### src/rtl/dma_arbiter.sv
// Shares the single dma_access request port between N DMA requesters.
// Ack is routed to the current grantee; each end is routed to its owner through an in-order FIFO.
module dma_arbiter #(
    parameter int unsigned N     = 2,
    parameter int unsigned DEPTH = 2
) (
    input  logic            clk,
    input  logic            rst_n,
    input  logic            pri_fixed,
    input  logic [N-1:0]    req_en,
    input  logic [N-1:0]    rq_req,
    input  logic [N*22-1:0] rq_addr,
    input  logic [N-1:0]    rq_rnw,
    input  logic [N*8-1:0]  rq_wd,
    output logic [N-1:0]    rq_ack,
    output logic [N-1:0]    rq_end,
    output logic [7:0]      rq_rd,
    output logic            dma_req,
    output logic [21:0]     dma_addr,
    output logic            dma_rnw,
    output logic [7:0]      dma_wd,
    input  logic            dma_ack,
    input  logic            dma_end,
    input  logic [7:0]      dma_rd,
    output logic            busy,
    output logic            err
);

    localparam int unsigned AW = 22;
    localparam int unsigned DW = 8;
    localparam int unsigned IW = (N > 1) ? $clog2(N) : 1;
    localparam int unsigned PW = (DEPTH > 1) ? $clog2(DEPTH) : 1;
    localparam int unsigned CW = $clog2(DEPTH + 1);

    logic [N-1:0]    cand;
    logic [IW-1:0]   cand_sel;
    logic [IW-1:0]   sel;
    logic [IW-1:0]   rr_ptr_q;
    logic            lock_q, lock_d;
    logic [IW-1:0]   lock_id_q, lock_id_d;
    logic            fifo_full;
    logic            accept;
    logic            pop;
    logic [IW-1:0]   mem_q [DEPTH];
    logic [PW-1:0]   wr_ptr_q, rd_ptr_q;
    logic [CW-1:0]   count_q;
    logic [IW-1:0]   head;
    logic [AW-1:0]   sel_addr;
    logic            sel_rnw;
    logic [DW-1:0]   sel_wd;
    logic [AW-1:0]   addr_q;
    logic            rnw_q;
    logic [DW-1:0]   wd_q;
    logic            err_q;

    assign cand = rq_req & req_en;

    // Fixed: lowest index wins. Round-robin: first candidate at or after rr_ptr, with wrap.
    always_comb begin
        cand_sel = '0;
        if (pri_fixed) begin
            for (int i = int'(N) - 1; i >= 0; i--) begin
                if (cand[i]) cand_sel = IW'(i);
            end
        end else begin
            for (int k = int'(N) - 1; k >= 0; k--) begin
                if (cand[(int'(rr_ptr_q) + k) % int'(N)])
                    cand_sel = IW'((int'(rr_ptr_q) + k) % int'(N));
            end
        end
    end

    // Lock state register
    always_ff @(posedge clk or negedge rst_n) begin
        if (!rst_n) begin
            lock_q    <= 1'b0;
            lock_id_q <= '0;
        end else begin
            lock_q    <= lock_d;
            lock_id_q <= lock_id_d;
        end
    end

    // Lock next state: hold the grantee until acked or its request/enable drops
    always_comb begin
        lock_d    = lock_q;
        lock_id_d = lock_id_q;
        if (lock_q) begin
            if (accept || !rq_req[lock_id_q] || !req_en[lock_id_q])
                lock_d = 1'b0;
        end else if (dma_req && !dma_ack) begin
            lock_d    = 1'b1;
            lock_id_d = sel;
        end
    end

    // Lock outputs: selected requester
    always_comb begin
        sel = cand_sel;
        if (lock_q) sel = lock_id_q;
    end

    assign fifo_full = (count_q == CW'(DEPTH));
    assign dma_req   = rst_n & rq_req[sel] & req_en[sel] & ~fifo_full;
    assign accept    = dma_req & dma_ack;
    assign pop       = dma_end & (count_q != '0);
    assign head      = mem_q[rd_ptr_q];

    assign sel_addr = rq_addr[32'(sel) * AW +: AW];
    assign sel_rnw  = rq_rnw[sel];
    assign sel_wd   = rq_wd[32'(sel) * DW +: DW];

    assign dma_addr = dma_req ? sel_addr : addr_q;
    assign dma_rnw  = dma_req ? sel_rnw  : rnw_q;
    assign dma_wd   = dma_req ? sel_wd   : wd_q;

    assign rq_ack = accept ? (N'(1) << sel) : '0;
    assign rq_end = pop ? (N'(1) << head) : '0;
    assign rq_rd  = dma_rd;
    assign busy   = dma_req | (count_q != '0);
    assign err    = err_q;

    // Last driven address/direction/data, shown while dma_req is low
    always_ff @(posedge clk or negedge rst_n) begin
        if (!rst_n) begin
            addr_q <= '0;
            rnw_q  <= 1'b0;
            wd_q   <= '0;
        end else if (dma_req) begin
            addr_q <= sel_addr;
            rnw_q  <= sel_rnw;
            wd_q   <= sel_wd;
        end
    end

    // Round-robin pointer moves past each accepted requester
    always_ff @(posedge clk or negedge rst_n) begin
        if (!rst_n) begin
            rr_ptr_q <= '0;
        end else if (accept && !pri_fixed) begin
            rr_ptr_q <= (sel == IW'(N - 1)) ? '0 : sel + 1'b1;
        end
    end

    // Owner FIFO: push on accepted ack, pop on a routed end
    always_ff @(posedge clk or negedge rst_n) begin
        if (!rst_n) begin
            for (int i = 0; i < int'(DEPTH); i++) mem_q[i] <= '0;
            wr_ptr_q <= '0;
            rd_ptr_q <= '0;
            count_q  <= '0;
        end else begin
            if (accept) begin
                mem_q[wr_ptr_q] <= sel;
                wr_ptr_q <= (wr_ptr_q == PW'(DEPTH - 1)) ? '0 : wr_ptr_q + 1'b1;
            end
            if (pop) begin
                rd_ptr_q <= (rd_ptr_q == PW'(DEPTH - 1)) ? '0 : rd_ptr_q + 1'b1;
            end
            case ({accept, pop})
                2'b10:   count_q <= count_q + 1'b1;
                2'b01:   count_q <= count_q - 1'b1;
                default: count_q <= count_q;
            endcase
        end
    end

    // Sticky error: end with no outstanding owner
    always_ff @(posedge clk or negedge rst_n) begin
        if (!rst_n) begin
            err_q <= 1'b0;
        end else if (dma_end && count_q == '0) begin
            err_q <= 1'b1;
        end
    end

endmodule

### config.mk
export PLATFORM = sky130hd
export DESIGN_NAME = dma_arbiter
export DESIGN_NICKNAME = d
export VERILOG_FILES = /design/src/rtl/dma_arbiter.sv
export SDC_FILE = /design/constraint.sdc
export NUM_CORES = 1
export LEC_CHECK = 0
export ABC_AREA = 1
export CAP_MARGIN = 30
export CORE_MARGIN = 2
export CORE_UTILIZATION = 34
export CTS_CLUSTER_DIAMETER = 60
export DETAILED_ROUTE_END_ITERATION = 7
export PLACE_DENSITY = 0.86
export SLEW_MARGIN = 20
export SYNTH_ARGS = -nofsm -noshare
export SYNTH_HDL_FRONTEND = slang
export SYNTH_SLANG_ARGS = --single-unit
### constraint.sdc
create_clock -name clk -period 2.2 [get_ports clk]
set_input_delay 0.66 -clock clk [delete_from_list [all_inputs] [get_ports clk]]
set_output_delay 0.66 -clock clk [all_outputs]
set_load 0.03 [all_outputs]
; ---- Yosys cells after proc, flatten, opt, wreduce, memory -nomap -nowiden
; Index checks and enable logic that the tools add are counted.
[totals]
out_inout_bits = 46
register_bits = 41
wordCells = 98
in_bits = 79
[classes]
bitwise = 12
multipliers = 1
add_sub_neg = 6
n_mux = 39
order_cmp = 7
reduce_logical = 14
n_eq_ne = 3
shifts = 4
[ops]
columns = cell, count
row1 = 44-bit by 7-bit variable part select with 22-bit output, 1
row2 = 1-bit two-way mux, 32
row3 = 22-bit two-way mux, 1
row4 = 16-bit by 5-bit variable part select with 8-bit output, 1
row5 = 8-bit two-way mux, 1
row6 = 1-bit by 2-bit less-than comparator with 1-bit output (second input constant), 3
row7 = 1-bit AND, 5
row8 = 1-bit by 4-bit multiplier with 5-bit output (second input constant), 1
row9 = 1-bit adder (second input constant), 4
row10 = 2-bit == test (second input constant), 2
row11 = 2-bit >= comparator (second input constant), 2
row12 = 1-bit logical AND, 4
row13 = 1-bit logical NOT, 4
row14 = 2-bit two-way mux, 2
row15 = 1-bit NOT with 2-bit output, 2
row16 = 2-bit one-hot mux with 2 select lines, 1
row17 = 2-bit nonzero test, 2
row18 = 1-bit by 1-bit left shift with 2-bit output (first input constant), 2
row19 = 2-bit by 3-bit less-than comparator with 1-bit output (second input constant), 1
row20 = 2-bit by 1-bit adder with 2-bit output (second input constant), 1
row21 = 2-bit AND, 1
row22 = 2-bit bitwise mux, 1
row23 = 2-bit by 1-bit == test with 1-bit output (second input constant), 1
row24 = 2-bit logical NOT, 1
row25 = other kinds (8), 10

; ---- Longest topological paths before layout
; Gate-level depths: netlist of run 1.
[logic_depth]
depth_word = 19
mapped_depth = 10
mapped_depth_nobuf = 10

; ---- Least setup slack after synthesis of run 1
; OpenSTA, ideal clock, no wires.
[synth_timing]
path_type = input to output
start = input port req_en[1]
end = output port dma_addr[14]
t_required_ns = 1.540
path_stages = 8
arrival_ns = 2.079
slack_ns = -0.539
path_buffers = 1
cell_sequence = nand2_1 nor2_1 nand2_1 nand2_2 clkinv_2 clkbuf_1 o21ai_0 o21ai_0
[synth_between]
elab_chain_len = 14
elab_cells_between_ends = 22
cone_classes = 1 x mul / 1 x shift / 16 x mux / 4 x bitwise
[synth_lines]
columns = item, line
row1 = "start, declared", 10  ; input logic [N-1:0] req_en,
row2 = "parallel branches: the longest is 13 deep, another holds 1-bit by 4-bit multiplier with 5-bit output", --
row3 = 22-bit two-way mux (*), --
row4 = "end, declared", 19  ; output logic [21:0] dma_addr,
; Every way passes the cells marked *. The select of a mux whose other input is x is not followed.

; ---- Final worst setup path of run 1
[layout_timing]
start = input port rq_req[0]
end = output port dma_addr[6]
[layout_between]
elab_chain_len = 14
elab_cells_between_ends = 21
cone_classes = 1 x mul / 1 x shift / 15 x mux / 4 x bitwise
[layout_lines]
columns = item, line
row1 = "start, declared", 11  ; input logic [N-1:0] rq_req,
row2 = "parallel branches: the longest is 13 deep, another holds 1-bit by 4-bit multiplier with 5-bit output", --
row3 = 22-bit two-way mux (*), --
; Marked as above.

==> impl_results.md, run 1 <==
* Status: finished with violations
* Failing checks: negative setup slack
* CTS root buffer: clkbuf_8
* GPL Wtd Cong at 0.790
* Pre-CTS WS at -906 ps
* Cell Rows at 28
* Class of the most critical setup path: in -> out
* Switch share at 0.438
* Period utilization at 1.18
* All-Layer GR Usage at 0.224
* Placement Cell Area at 0.00406 sq mm
* Seq/Total Area, Yosys at 0.480
* Met1 Usage GRT at 0.245
* First-pass GRT wire length at 12,600 um
* Headroom to the max-slew limit at 0.645
* GRT busiest layer: met2
* TritonCTS clock tree: built
* Crit Path Max Fanout at 7
* Worst path bufs/invs at 5
* TritonCTS Sinks at 41
* Logic pwr share at 0.700
* Max-cap viol count at 0
* Clk buf depth at 2
* Wirelength, routed at 8050 um
* Post-synth net total at 329
* Clock slew at reported path FFs at 80 ps
* Avg Vias per Cell at 4.90
* Initial antenna violation count at 0
* Proportion of layout cells with a drive suffix above 1 at 0.621
* Layout Nets at 489
* Worst EP arrival at 1930 ps
* Antenna Nets Post-Route at 0
* Crit start category: primary input
* Most common cell after layout, fill and taps aside: clkdlybuf4s50_1
* Fin crit period at 2590 ps
* I/O Buffers at 108
* Synth area leaders: dfrtp_1 48%, o21ai_0 11%, or2_2 9.1%, nand2_1 7.6%, o21ai_1 4.0%
* FF+latch count, synth at 41
* Layout area overhead at 124%
* # fillers at 346
* Least-Margin Pin Slew at 533 ps
* Storage cell area at 0.00103 sq mm
* Die Span Y at 83.3 um
* GR Overflow Total at 0
* DR vias at 2,370
* Total Neg Setup Slack at -10,930 ps
* Die Wd at 83.3 um
* Final hold violations at 0
* Fin util at 0.800
* RSZ-0062 raised after global routing: true
* Antenna diodes at 0
* Global routing usage on met2 at 0.431
* Vias in the first global route at 2,558
* Pleak at 2.10 nW
* Total DRC errors in the routed layout at 0
* Max H-tree Level at 2
* Largest area contributor in the netlist: dfrtp_1
* Final HPWL from detailed placement at 5090 um
* Final setup margin at -391 ps
* Seq pwr share at 0.218
* Setup crit end kind: primary output
* Clk_skew at 8.83 ps
* DR pass1 iterations at 4
* Crit-path cells: buf_8, nand2_8, inv_6, nand2_4, nand2_4, nand3_4, nand3_4, buf_12, buf_12, o21ai_4, buf_6
* Routed WL per cell at 16.6 um
* Most frequent cells in the layout: 64 x clkdlybuf4s50_1, 49 x buf_6, 45 x buf_4, 41 x dfrtp_1, 38 x o21ai_4
* # IOs at 125
* GR Util met3 at 0.0467
* Core Box Area at 0.00599 sq mm
* Final setup fails at 35
* Peak supply drop at 803 uV
* Synth warn at 0
* Fin. max-slew vios at 0
* CP top delay family: buffers and inverters
* Starting Density at 0.357
* Iteration-0 DRC Markers at 71
* Fmax at 386 MHz
* CP max stage delay at 200 ps
* Slowest CP cell: buf_12
* Largest net degree at the start of global routing at 42
* Mapped Cells at 249
* P_sw at 2.64 mW
* Syn Area/Cell at 8.58 sq um
* Synth top area share at 0.480
* CTS Buf Count at 5
* Post-synth cell types at 27
* Die Area at 0.00694 sq mm
* Clock power share at 0.082
* Power, Total at 6.03 mW
* Pwr Density at 1260 mW/mm^2
* Design area at 0.00479 sq mm
* Clock Latency Late Sink at 290 ps
* Syn Std Cell Area at 0.00214 sq mm
* HP Class: in -> async
* Area occupied by multi-input gates at 0.00168 sq mm
* Internal at 3.39 mW
* Worst path required time at 1540 ps
## final timing paths
kind / startpoint / to / slack, ps / depth (start not counted)
hold / removal: rst_n / count_q[0] / 460 / 2
min in group clk: rd_ptr_q / rd_ptr_q / 490 / 1
hold reg to reg: rd_ptr_q / rd_ptr_q / 490 / 1
setup reg to reg: lock_q / count_q[1] / 100 / 11
setup / recovery: rq_req[0] / dma_addr[6] / -390 / 11
max in group asynchronous: rst_n / addr_q[6] / 1370 / 2
## registers in the layout, summed over array words and instances (netlist names)
signal / cells
addr_q: 22
wd_q: 8
count_q: 2
mem_q: 2
err: 1
lock_id_q: 1
lock_q: 1
rd_ptr_q: 1
rnw_q: 1
rr_ptr_q: 1
wr_ptr_q: 1
## cells in the mapped netlist, drive strengths merged
master  number
a21boi       1
a21o         1
a21oi        2
a31oi        1
buf         15
clkbuf       6
clkinv       1
dfrtp       41
ha           1
inv         14
nand2       45
nand3        6
nand4        2
nor2         9
o21ai       65
o21bai       4
or2         31
xnor2        3
xor2         1
## routing by layer
layer,up-vias,wire [um]
met5,-,0
met4,0,168
met3,15,403
met2,81,4470
met1,1146,3000
li1,1128,-
## kinds of logic after synthesis
family / Yosys count / synth area share
and+or+nand+nor: 93 / 0.217
AOI/OAI and AO/OA: 74 / 0.183
DFF: 41 / 0.480
buffers and inverters: 36 / 0.0984
xor gates and xnor gates: 4 / 0.0164
adders and majority gates: 1 / 0.00585
## through the flow
step | cells | hold WS, ps
floorplan | 249 | 364
global placement | 461 | 439
detailed placement | 461 | 475
CTS | 481 | 475
global route | 484 | 501
finish | 484 | 463
## what timing repair did
| item | in CTS | in global routing |
|---|---|---|
| setup endpoints to repair | 39 | 38 |
| pin swaps | 13 | 14 |
| hold buffers | 0 | 0 |
| resized for setup | 122 | 36 |
| buffers inserted | 9 | 4 |
| cloned | 4 | 1 |
## power groups by stage
stage	clock network [mW]	registers (mW)	logic, mW
after global routing	0.546	1.34	4.44
after global placement	0	1.23	3.38
after CTS	0.510	1.28	4.10
after detailed placement	0	1.25	3.46
after floorplan	0	1.23	2.20
final	0.497	1.31	4.22
## final cells by class
class / count / share of cell area
timing repair buffer: 174 / 0.381
multi-input combinational: 172 / 0.350
sequential: 41 / 0.214
tap: 75 / 0.0196
clock buffer: 7 / 0.0180
inverter: 15 / 0.0167
(Power assumes the default switching activity.)
==> inputs of run 2 (changes only) <==
SLEW_MARGIN = 10   (was 20)
==> results of run 2 <==
Same layout as run 1: the final DEF is identical, and so are final timing and power.
==> inputs of run 3 (changes only) <==
CORE_UTILIZATION = 56   (was 34)
DONT_BUFFER_PORTS = 1   (was not set)
PLACE_DENSITY = 0.84   (was 0.86)
==> run 3 against run 2 <==
Net effect: the flow still finishes with violations (negative setup slack); global-route usage is 11 points higher; hold slack worse by 410 ps; die area is 38% lower; clock-buffer cell count unchanged; via count down 13%; maximum frequency is 1.1% lower; critical endpoint is now dma_addr[21].
==> impl_results.md, run 3 (synthesized netlist as in run 1, its figures left out) <==
* CTS root buffer: clkbuf_8
* Crit path from: lock_q
* Slowest CP cell: dfrtp_2
* Die Area at 0.00433 sq mm
* Initial antenna violation count at 0
* Hold buffer count at CTS at 0
* DR pass1 iterations at 4
* Worst path required time at 1540 ps
* # IOs at 125
* Fin crit period at 2620 ps
* Clk buf depth at 2
* Worst hold margin at 54.1 ps
* Fmax at 382 MHz
* Switch share at 0.492
* Most common cell after layout, fill and taps aside: dfrtp_1
* Iteration-0 DRC Markers at 191
* Die Span Y at 65.8 um
* Headroom to the max-slew limit at 0.598
* # fillers at 117
* CP top delay family: compound AO/OA/AOI/OAI gates
* Most frequent cells in the layout: 40 x dfrtp_1, 37 x o21ai_4, 29 x buf_4, 23 x o21ai_2
* Clk_skew at 5.46 ps
* GR Overflow Total at 0
* Wirelength, routed at 7900 um
* All-Layer GR Usage at 0.336
* P_sw at 2.50 mW
* Proportion of layout cells with a drive suffix above 1 at 0.643
* GPL Wtd Cong at 0.846
* Least-Margin Pin Slew at 597 ps
* Vias in the first global route at 2,059
* Clock power share at 0.100
* Core Box Area at 0.00366 sq mm
* Largest registers: addr_q (22), wd_q (8)
* Power, Total at 5.08 mW
* Crit start category: flop
* RSZ-0062 raised after global routing: true
* Period utilization at 1.19
* CP max stage delay at 450 ps
* Fin. max-slew vios at 0
* Crit path depth at 7
* Final setup margin at -420 ps
* Pwr Density at 1490 mW/mm^2
* Antenna diodes at 0
* Layout Nets at 363
* Final setup fails at 37
* Seq pwr share at 0.268
* Clock slew at reported path FFs at 80 ps
* TritonCTS Sinks at 41
* Worst path bufs/invs at 2
* Starting Density at 0.584
* Worst reg2reg startpoint: lock_q
* Pleak at 1.49 nW
* First-pass GRT wire length at 10,600 um
* Largest net degree at the start of global routing at 43
* Internal at 2.58 mW
* Max-cap viol count at 0
* Clock Latency Late Sink at 290 ps
* Worst EP arrival at 1960 ps
* Biggest register: addr_q
* Crit-path cells: nor2_2, nand2_2, nand2_4, clkinv_4, buf_12, o21ai_0, o21ai_4
* Max reg flops at 22
* Crit Path Max Fanout at 17
* Worst setup path endpoint: dma_addr[21]
* Class of the most critical setup path: reg -> out
* Flop-to-flop setup slack at 110 ps
* HP Class: in -> async
* R2r endpoint: count_q[1]
* Setup crit end kind: primary output
* Antenna Nets Post-Route at 0
* R2r worst-path depth at 11
* Layout area overhead at 59.7%
* I/O Buffers at 0
* CTS Buf Count at 5
* Peak supply drop at 955 uV
* Cell Rows at 22
* Total DRC errors in the routed layout at 0
* Logic pwr share at 0.632
* Routed WL per cell at 23.9 um
* Final HPWL from detailed placement at 3870 um
* DR vias at 2,058
* Max H-tree Level at 2
* Final hold violations at 0
* Status: finished with violations
* TritonCTS clock tree: built
* Avg Vias per Cell at 6.22
* Failing checks: negative setup slack
* Die Wd at 65.8 um
==> run 3: cell count changes in the layout (fill, tap and decap cells not counted), sizes merged <==
| cell | before | now |
|---|---|---|
| clkbuf | 7 | 8 |
| clkdlybuf4s50 | 64 | 0 |
| buf | 109 | 47 |
| dlymetal6s2s | 1 | 0 |
==> run 3: what timing repair did <==
item / in CTS / in global routing
setup buffers: 6 / 4
gates cloned: 5 / 1
pin swaps: 6 / 6
resized for setup: 38 / 21
setup endpoints to repair: 35 / 37
==> run 3: cell type report <==
cell class,count,area (sq um),share of cell area
clock buffer,7,86.3,0.0253
timing repair buffer,48,564,0.165
inverter,15,65.1,0.0191
multi-input combinational,172,1610,0.472
tap,48,60.1,0.0176
sequential,41,1030,0.301
==> run 3: power groups by stage <==
stage                     clock (mW)  combinational [mW]  sequential [mW]
final                          0.506                3.21             1.36
after CTS                      0.493                3.01             1.31
after global routing           0.548                3.34             1.38
after global placement             0                2.61             1.25
after floorplan                    0                2.20             1.23
after detailed placement           0                2.69             1.27
==> run 3: per-stage QoR <==
stage          instance area [sq um]  setup TNS (ps)  std cells  setup WS, ps   util
2_1_floorplan                   2760           -1950        249         -79.1      -
3_3_place_gp                    2910           -3810        310          -237  0.796
3_5_place_dp                    2910           -4340        310          -241  0.796
4_1_cts                         3320           -8350        328          -287  0.908
5_1_grt                         3410          -12450        331          -492  0.932
6_report                        3410          -10170        331          -420  0.932
==> run 3: how the worst min path moves through the flow <==
stage	start	to	slack, ps	cells past startpoint
floorplan	rst_n	addr_q[0]	360	0
global route	rst_n	addr_q[15]	30	0
global placement	rst_n	wd_q[1]	370	0
CTS	rst_n	lock_q	60	0
finish	rst_n	addr_q[15]	50	0
detailed placement	rst_n	wd_q[1]	370	0
==> run 3: metal layers <==
layer | track usage | part of all wire | vias up
li1 | - | - | 875
met5 | 0 | 0 | -
met1 | 0.397 | 0.38 | 1030
met4 | 0.112 | 0.037 | 0
met3 | 0.0937 | 0.074 | 26
met2 | 0.588 | 0.51 | 127
